$ cat src/rtl/riscv_fetch_queue.sv
`default_nettype none
// ============================================================================
// Module   : riscv_fetch_queue
// Purpose  : Instruction-fetch front end. It issues word-aligned fetch
//            requests to a variable-latency, in-order instruction memory,
//            buffers up to DEPTH returned instructions, and hands them to
//            decode over a valid/ready handshake. A redirect flushes the
//            buffer and discards the responses still in flight.
// Ports    : clk, reset (async, active low)
//            imem_req_valid/ready/addr  - fetch request channel
//            imem_rsp_valid/data        - in-order response channel
//            redirect_valid/pc          - flush and restart fetch
//            out_valid/ready/instr/pc   - decode-side handshake
//            busy                       - a request is outstanding
// Options  : FETCH_BYPASS_EN - when defined, a response arriving at an empty
//            queue is presented to decode in the same cycle.
// Revision : 1.0 - initial release
// ============================================================================
module riscv_fetch_queue #(
  parameter int              XLEN            = 32,
  parameter int              DEPTH           = 4,
  parameter logic [XLEN-1:0] RESET_PC        = '0,
  parameter int              MAX_OUTSTANDING = 4
) (
  input  logic            clk,
  input  logic            reset,
  output logic            imem_req_valid,
  input  logic            imem_req_ready,
  output logic [XLEN-1:0] imem_req_addr,
  input  logic            imem_rsp_valid,
  input  logic [XLEN-1:0] imem_rsp_data,
  input  logic            redirect_valid,
  input  logic [XLEN-1:0] redirect_pc,
  output logic            out_valid,
  input  logic            out_ready,
  output logic [XLEN-1:0] out_instr,
  output logic [XLEN-1:0] out_pc,
  output logic            busy
);

  localparam int            AW        = (DEPTH > 1) ? $clog2(DEPTH) : 1;
  localparam int            CW        = AW + 1;
  localparam logic [CW:0]   DEPTH_SUM = (CW+1)'(DEPTH);
  localparam logic [CW-1:0] MAX_OUT   = CW'(MAX_OUTSTANDING);

  typedef enum logic [0:0] {
    FETCH = 1'b0,
    DRAIN = 1'b1
  } state_t;

  state_t          state, state_next;
  logic [XLEN-1:0] fetch_pc;
  logic [XLEN-1:0] q_instr [DEPTH];
  logic [XLEN-1:0] q_pc    [DEPTH];
  logic [XLEN-1:0] tag_pc  [DEPTH];
  logic [AW-1:0]   q_head, q_tail, tag_head, tag_tail;
  logic [CW-1:0]   count, outstanding, drop_cnt;
  logic [CW-1:0]   outstanding_next, drop_next;
  logic [CW:0]     reserved;
  logic            accept, rsp_live, push, pop, bypass, q_nonempty;
  logic            unused_redirect_bits;

  assign unused_redirect_bits = ^redirect_pc[1:0];

  assign q_nonempty = (count != '0);
  // Queue slots already holding data plus slots promised to in-flight
  // requests; issuing only below DEPTH means a response always has room.
  assign reserved   = {1'b0, count} + {1'b0, outstanding};

  assign imem_req_valid = reset && (state == FETCH) &&
                          (reserved < DEPTH_SUM) && (outstanding < MAX_OUT);
  assign imem_req_addr  = fetch_pc;
  assign accept         = imem_req_valid && imem_req_ready;
  assign rsp_live       = imem_rsp_valid && (drop_cnt == '0);
  assign busy           = (outstanding != '0);

`ifdef FETCH_BYPASS_EN
  assign bypass    = reset && !q_nonempty && rsp_live;
  assign out_valid = q_nonempty || bypass;
  assign out_instr = q_nonempty ? q_instr[q_head] : (bypass ? imem_rsp_data : '0);
  assign out_pc    = q_nonempty ? q_pc[q_head] : (bypass ? tag_pc[tag_head] : '0);
`else
  assign bypass    = 1'b0;
  assign out_valid = q_nonempty;
  assign out_instr = q_nonempty ? q_instr[q_head] : '0;
  assign out_pc    = q_nonempty ? q_pc[q_head] : '0;
`endif

  assign pop  = q_nonempty && out_ready;
  // A bypassed response that decode takes immediately never occupies a slot.
  assign push = rsp_live && !(bypass && out_ready);

  assign outstanding_next = outstanding + CW'(accept) - CW'(imem_rsp_valid);

  // On a redirect every response still owed after this cycle is stale,
  // including one for a request accepted in the redirect cycle itself.
  // While draining, outstanding and drop_cnt track each other, so the same
  // expression also keeps drop_cnt across a second redirect.
  always_comb begin
    drop_next = drop_cnt;
    if (redirect_valid) begin
      drop_next = outstanding_next;
    end else if (imem_rsp_valid && (drop_cnt != '0)) begin
      drop_next = drop_cnt - CW'(1);
    end
  end

  always_ff @(posedge clk or negedge reset) begin
    if (!reset) begin
      state <= FETCH;
    end else begin
      state <= state_next;
    end
  end

  always_comb begin
    state_next = state;
    case (state)
      FETCH:   if (drop_next != '0) state_next = DRAIN;
      DRAIN:   if (drop_next == '0) state_next = FETCH;
      default: state_next = FETCH;
    endcase
  end

  always_ff @(posedge clk or negedge reset) begin
    if (!reset) begin
      fetch_pc    <= RESET_PC;
      count       <= '0;
      q_head      <= '0;
      q_tail      <= '0;
      tag_head    <= '0;
      tag_tail    <= '0;
      outstanding <= '0;
      drop_cnt    <= '0;
    end else begin
      outstanding <= outstanding_next;
      drop_cnt    <= drop_next;
      if (redirect_valid) begin
        fetch_pc <= {redirect_pc[XLEN-1:2], 2'b00};
        count    <= '0;
        q_head   <= '0;
        q_tail   <= '0;
        tag_head <= '0;
        tag_tail <= '0;
      end else begin
        if (accept) begin
          fetch_pc <= fetch_pc + XLEN'(4);
          tag_tail <= tag_tail + AW'(1);
        end
        if (rsp_live) tag_head <= tag_head + AW'(1);
        if (push)     q_tail   <= q_tail + AW'(1);
        if (pop)      q_head   <= q_head + AW'(1);
        count <= count + CW'(push) - CW'(pop);
      end
    end
  end

  // Storage needs no reset: outputs are masked while the queue is empty.
  always_ff @(posedge clk) begin
    if (push && !redirect_valid) begin
      q_instr[q_tail] <= imem_rsp_data;
      q_pc[q_tail]    <= tag_pc[tag_head];
    end
    if (accept && !redirect_valid) begin
      tag_pc[tag_tail] <= fetch_pc;
    end
  end

endmodule
`default_nettype wire

$ cat config.mk
export PLATFORM = sky130hd
export DESIGN_NAME = riscv_fetch_queue
export DESIGN_NICKNAME = d
export VERILOG_FILES = /design/src/rtl/riscv_fetch_queue.sv
export SDC_FILE = /design/constraint.sdc
export NUM_CORES = 1
export LEC_CHECK = 0
export ABC_AREA = 0
export ABC_CLOCK_PERIOD_IN_PS = 4650
export CAP_MARGIN = 20
export CORE_MARGIN = 2
export CORE_UTILIZATION = 40
export DETAILED_ROUTE_END_ITERATION = 8
export PLACE_DENSITY_LB_ADDON = 0.25
export SLEW_MARGIN = 10
export SYNTH_ARGS = -nofsm -noshare
export SYNTH_HDL_FRONTEND = slang
export SYNTH_SLANG_ARGS = --single-unit
export TNS_END_PERCENT = 10
$ cat constraint.sdc
create_clock -name clk -period 4.65 [get_ports clk]
set_clock_uncertainty 0.05 [all_clocks]
set_input_delay 0.93 -clock clk [delete_from_list [all_inputs] [get_ports clk]]
set_output_delay 0.93 -clock clk [all_outputs]
set_load 0.02 [all_outputs]
==> results.md <==
- Status: finished clean
- Post-CTS sizing: 0
- WL/cell: 20.9 um
- Clock slew at reported path FFs: 0.06 ns
- Vias/cell: 5.30
- Max stage delay cell, worst path: dfrtp_4
- Vias: 8625
- Worst Setup End Kind: output port
- Post-synth ARST share: 11.5%
- First-pass GRT wire length: between 50 and 60 mm
- First DRT Iteration DRCs: just under 600
- LEAKAGE: 6.62 nW
- Ant diodes: 0
- Post-Synth Simple-Gate Area: 7.26%
- Largest family of logic cells by synthesized area: multiplexers
- H-tree depth: 2
- Antenna violations before repair: 0
- Number of setup violations in the final report: 0
- Post-synthesis mux area share: 12.7%
- CP peak stage delay: 0.83 ns
- Crit Reg-Reg Startpoint: outstanding[2]$_DFF_PN0_
- Compound-Gate Fraction of Synth Area: 2.52%
- Max VDD drop: 0.266 mV
- Total negative setup slack: 0 ns
- Top cell type's share of synthesized area: 66.4%
- DP HPWL: 20.4 mm
- Part of the cycle the worst path needs: 87.8%
- Die W: between 200 and 250 um
- Ratio of cells with drive above 1 in the final layout: approximately 17%
- Worst EP arrival: 3.10 ns
- Seq pwr share: between 40% and 50%
- CP startpoint: q_head[0]$_DFFE_PN0P_
- Syn avg cell area: ~19 um^2
- EDFF count, synth: between 300 and 400
- Max Clock Freq: about 0.24 GHz
- CP Buf/Inv Count: 2
- Internal power: between 7 and 8 mW
- Synth area leader: edfxtp_1
- Fin Hold WS: 0.462 ns
- Max Root-Sink Buffers: 3
- GRT Util Overall: approximately 16%
- CTS tree: yes
- Synth area leaders: edfxtp_1 66%, mux4_2 12%, dfrtp_1 7.2%
- Final hold vios: 0
- Critical Path, Cell by Cell: buf_4 -> mux4_2 -> and2_1 -> clkdlybuf4s50_1
- CTS Root Cell: clkbuf_16
- Synth cell count leaders: 368 x edfxtp_1, 92 x mux4_2, 73 x and2_1
- Drt pass-1 iters: 4
- Overflow after GRT: 0
- Worst-Skew Late Latency: approximately 0.58 ns
- Post-synthesis sequential area ratio: 73.6%
- GPL Wtd Cong: 0.791
- Crit Path Category: reg2out
- Slew @ Worst Pin: 0.945 ns
- Finished Cell Area: 20500 um^2
- Max cap viols: 0
- Initial Utilization: 40.7%
- Adder-Cell Fraction of Synth Area: under 10%
- Minimum clock period: 4.08 ns
- Num CTS Buffers: 44
- Hold_buf cts: 0
- # nets final: 1151
- Cell Pwr Density: ~500 nW/um^2
- Largest net degree at the start of global routing: 66
- Worst path required time: 3.67 ns
- Startpoint Class: flip-flop
- Post-synth top flop: edfxtp_1
- Clk network pwr share: 33.7%
- Net switching component of the power: 2.86 mW
- DRC violations left: 0
- Final WL: approximately 34 mm
- Syn-to-layout area delta: 22.8%
- Sw Ratio: 27.5%
- Die Y: 208 um
- Logic pwr share: 23.7%
- Syn Inst Count: 879
- RSZ-0062 raised after global routing: false
- Post-route total power: approximately 10 mW
- Hold Crit Class: in2async
- Port Buffer Count: between 150 and 200
- Final Util: 50.0%
- Post-CTS Setup Repair Bufs: 0
- Core Area: 40900 um^2
- Crit path max-delay family: buffers and inverters
- Cell area after synthesis: 16700 um^2
- Post-route ant nets: 0
- Dpl cell area: around 19000 um^2
- Top-count cell post-synth: edfxtp_1
- Yosys Warn Count: 0
- Library cells used by synthesis: 50
- Number of I/O pins: around 170
- Flop2flop setup slack: 1.25 ns
- CTS Sinks: between 400 and 500
- Slew HR: between 30 and 40%
- Vias in the first global route: 9019
- FP Rows: 74
- Die area: 43300 um^2
- Pins over their slew limit: 0
- Synth Register Bits: about 420
- Xor/xnor share of the synthesized area: 0.736%
- Crit path max fanout: 26
-- power groups by stage --
stage	clock, mW	combinational (mW)	sequential, mW
6_report	3.51	2.47	4.43
5_1_grt	3.74	2.67	4.47
4_1_cts	3.59	2.54	4.44
3_5_place_dp	0	2.53	4.52
3_3_place_gp	0	2.51	4.51
2_1_floorplan	0	1.52	4.41
-- cells by family (layout without fill, tap and decap cells) --
family,after synthesis,after routing
compound gates,63,63
xor+xnor,14,14
fa+ha+maj,19,19
buf+inv,67,281
flops,416,416
mux,96,96
other cells,1,4
simple gates,203,203
-- metrics by stage --
step | setup slack, ns | cells
CTS | 0.465 | 1628
floorplan | 1.18 | 882
detailed placement | 1.09 | 1548
finish | 0.566 | 1628
global route | 0.383 | 1628
global placement | 1.08 | 1548
-- state kept, by name (all words and copies together) (netlist names), 3 cells and up --
signal / cells
q_instr: 128
q_pc: 120
tag_pc: 120
imem_req_addr: 30
count: 3
drop_cnt: 3
outstanding: 3
-- per-layer routing --
metal	vias to the layer above	part of all wire, %	GRT usage, %
li1	3897	-	-
met1	4442	44	22.0
met2	238	48	26.0
met3	48	5.7	3.23
met4	0	1.9	4.72
met5	-	0	0
-- cells in the final DEF, fill, tap and decap left out, drive strengths merged, types with 10 or more instances in the layout --
cell type      instances
edfxtp               368
dfrtp                 48
nand4                 13
nand3                 13
nand2                 17
inv                   19
and2                  73
clkinv                13
o31ai                 19
clkdlybuf4s50        161
ha                    17
or4                   17
nor2                  33
o21ai                 10
a31oi                 21
clkbuf                60
mux4                  92
buf                   22
-- worst paths after layout --
| check | cells past startpoint | to |
|---|---|---|
| min in group clk | 1 | outstanding[0]$_DFF_PN0_ |
| worst min register to register | 1 | outstanding[0]$_DFF_PN0_ |
| worst min-delay path | 2 | imem_req_addr[11]$_DFFE_PN0N_ |
| max in group asynchronous | 2 | q_head[0]$_DFFE_PN0P_ |
| worst max register to register | 11 | state$_DFF_PN0_ |
| worst max-delay path | 4 | out_instr[30] |
-- final cells by class --
class | count | area (um^2)
inverters | 18 | 67.6
repair buffers | 183 | 1860
clock buffers | 60 | 1210
well taps | 532 | 666
fillers | 3402 | 20500
flip-flops and latches | 416 | 12300
clock inverters | 20 | 251
multi-input cells | 399 | 4140
Note: power is estimated with default switching activity, not from simulation.
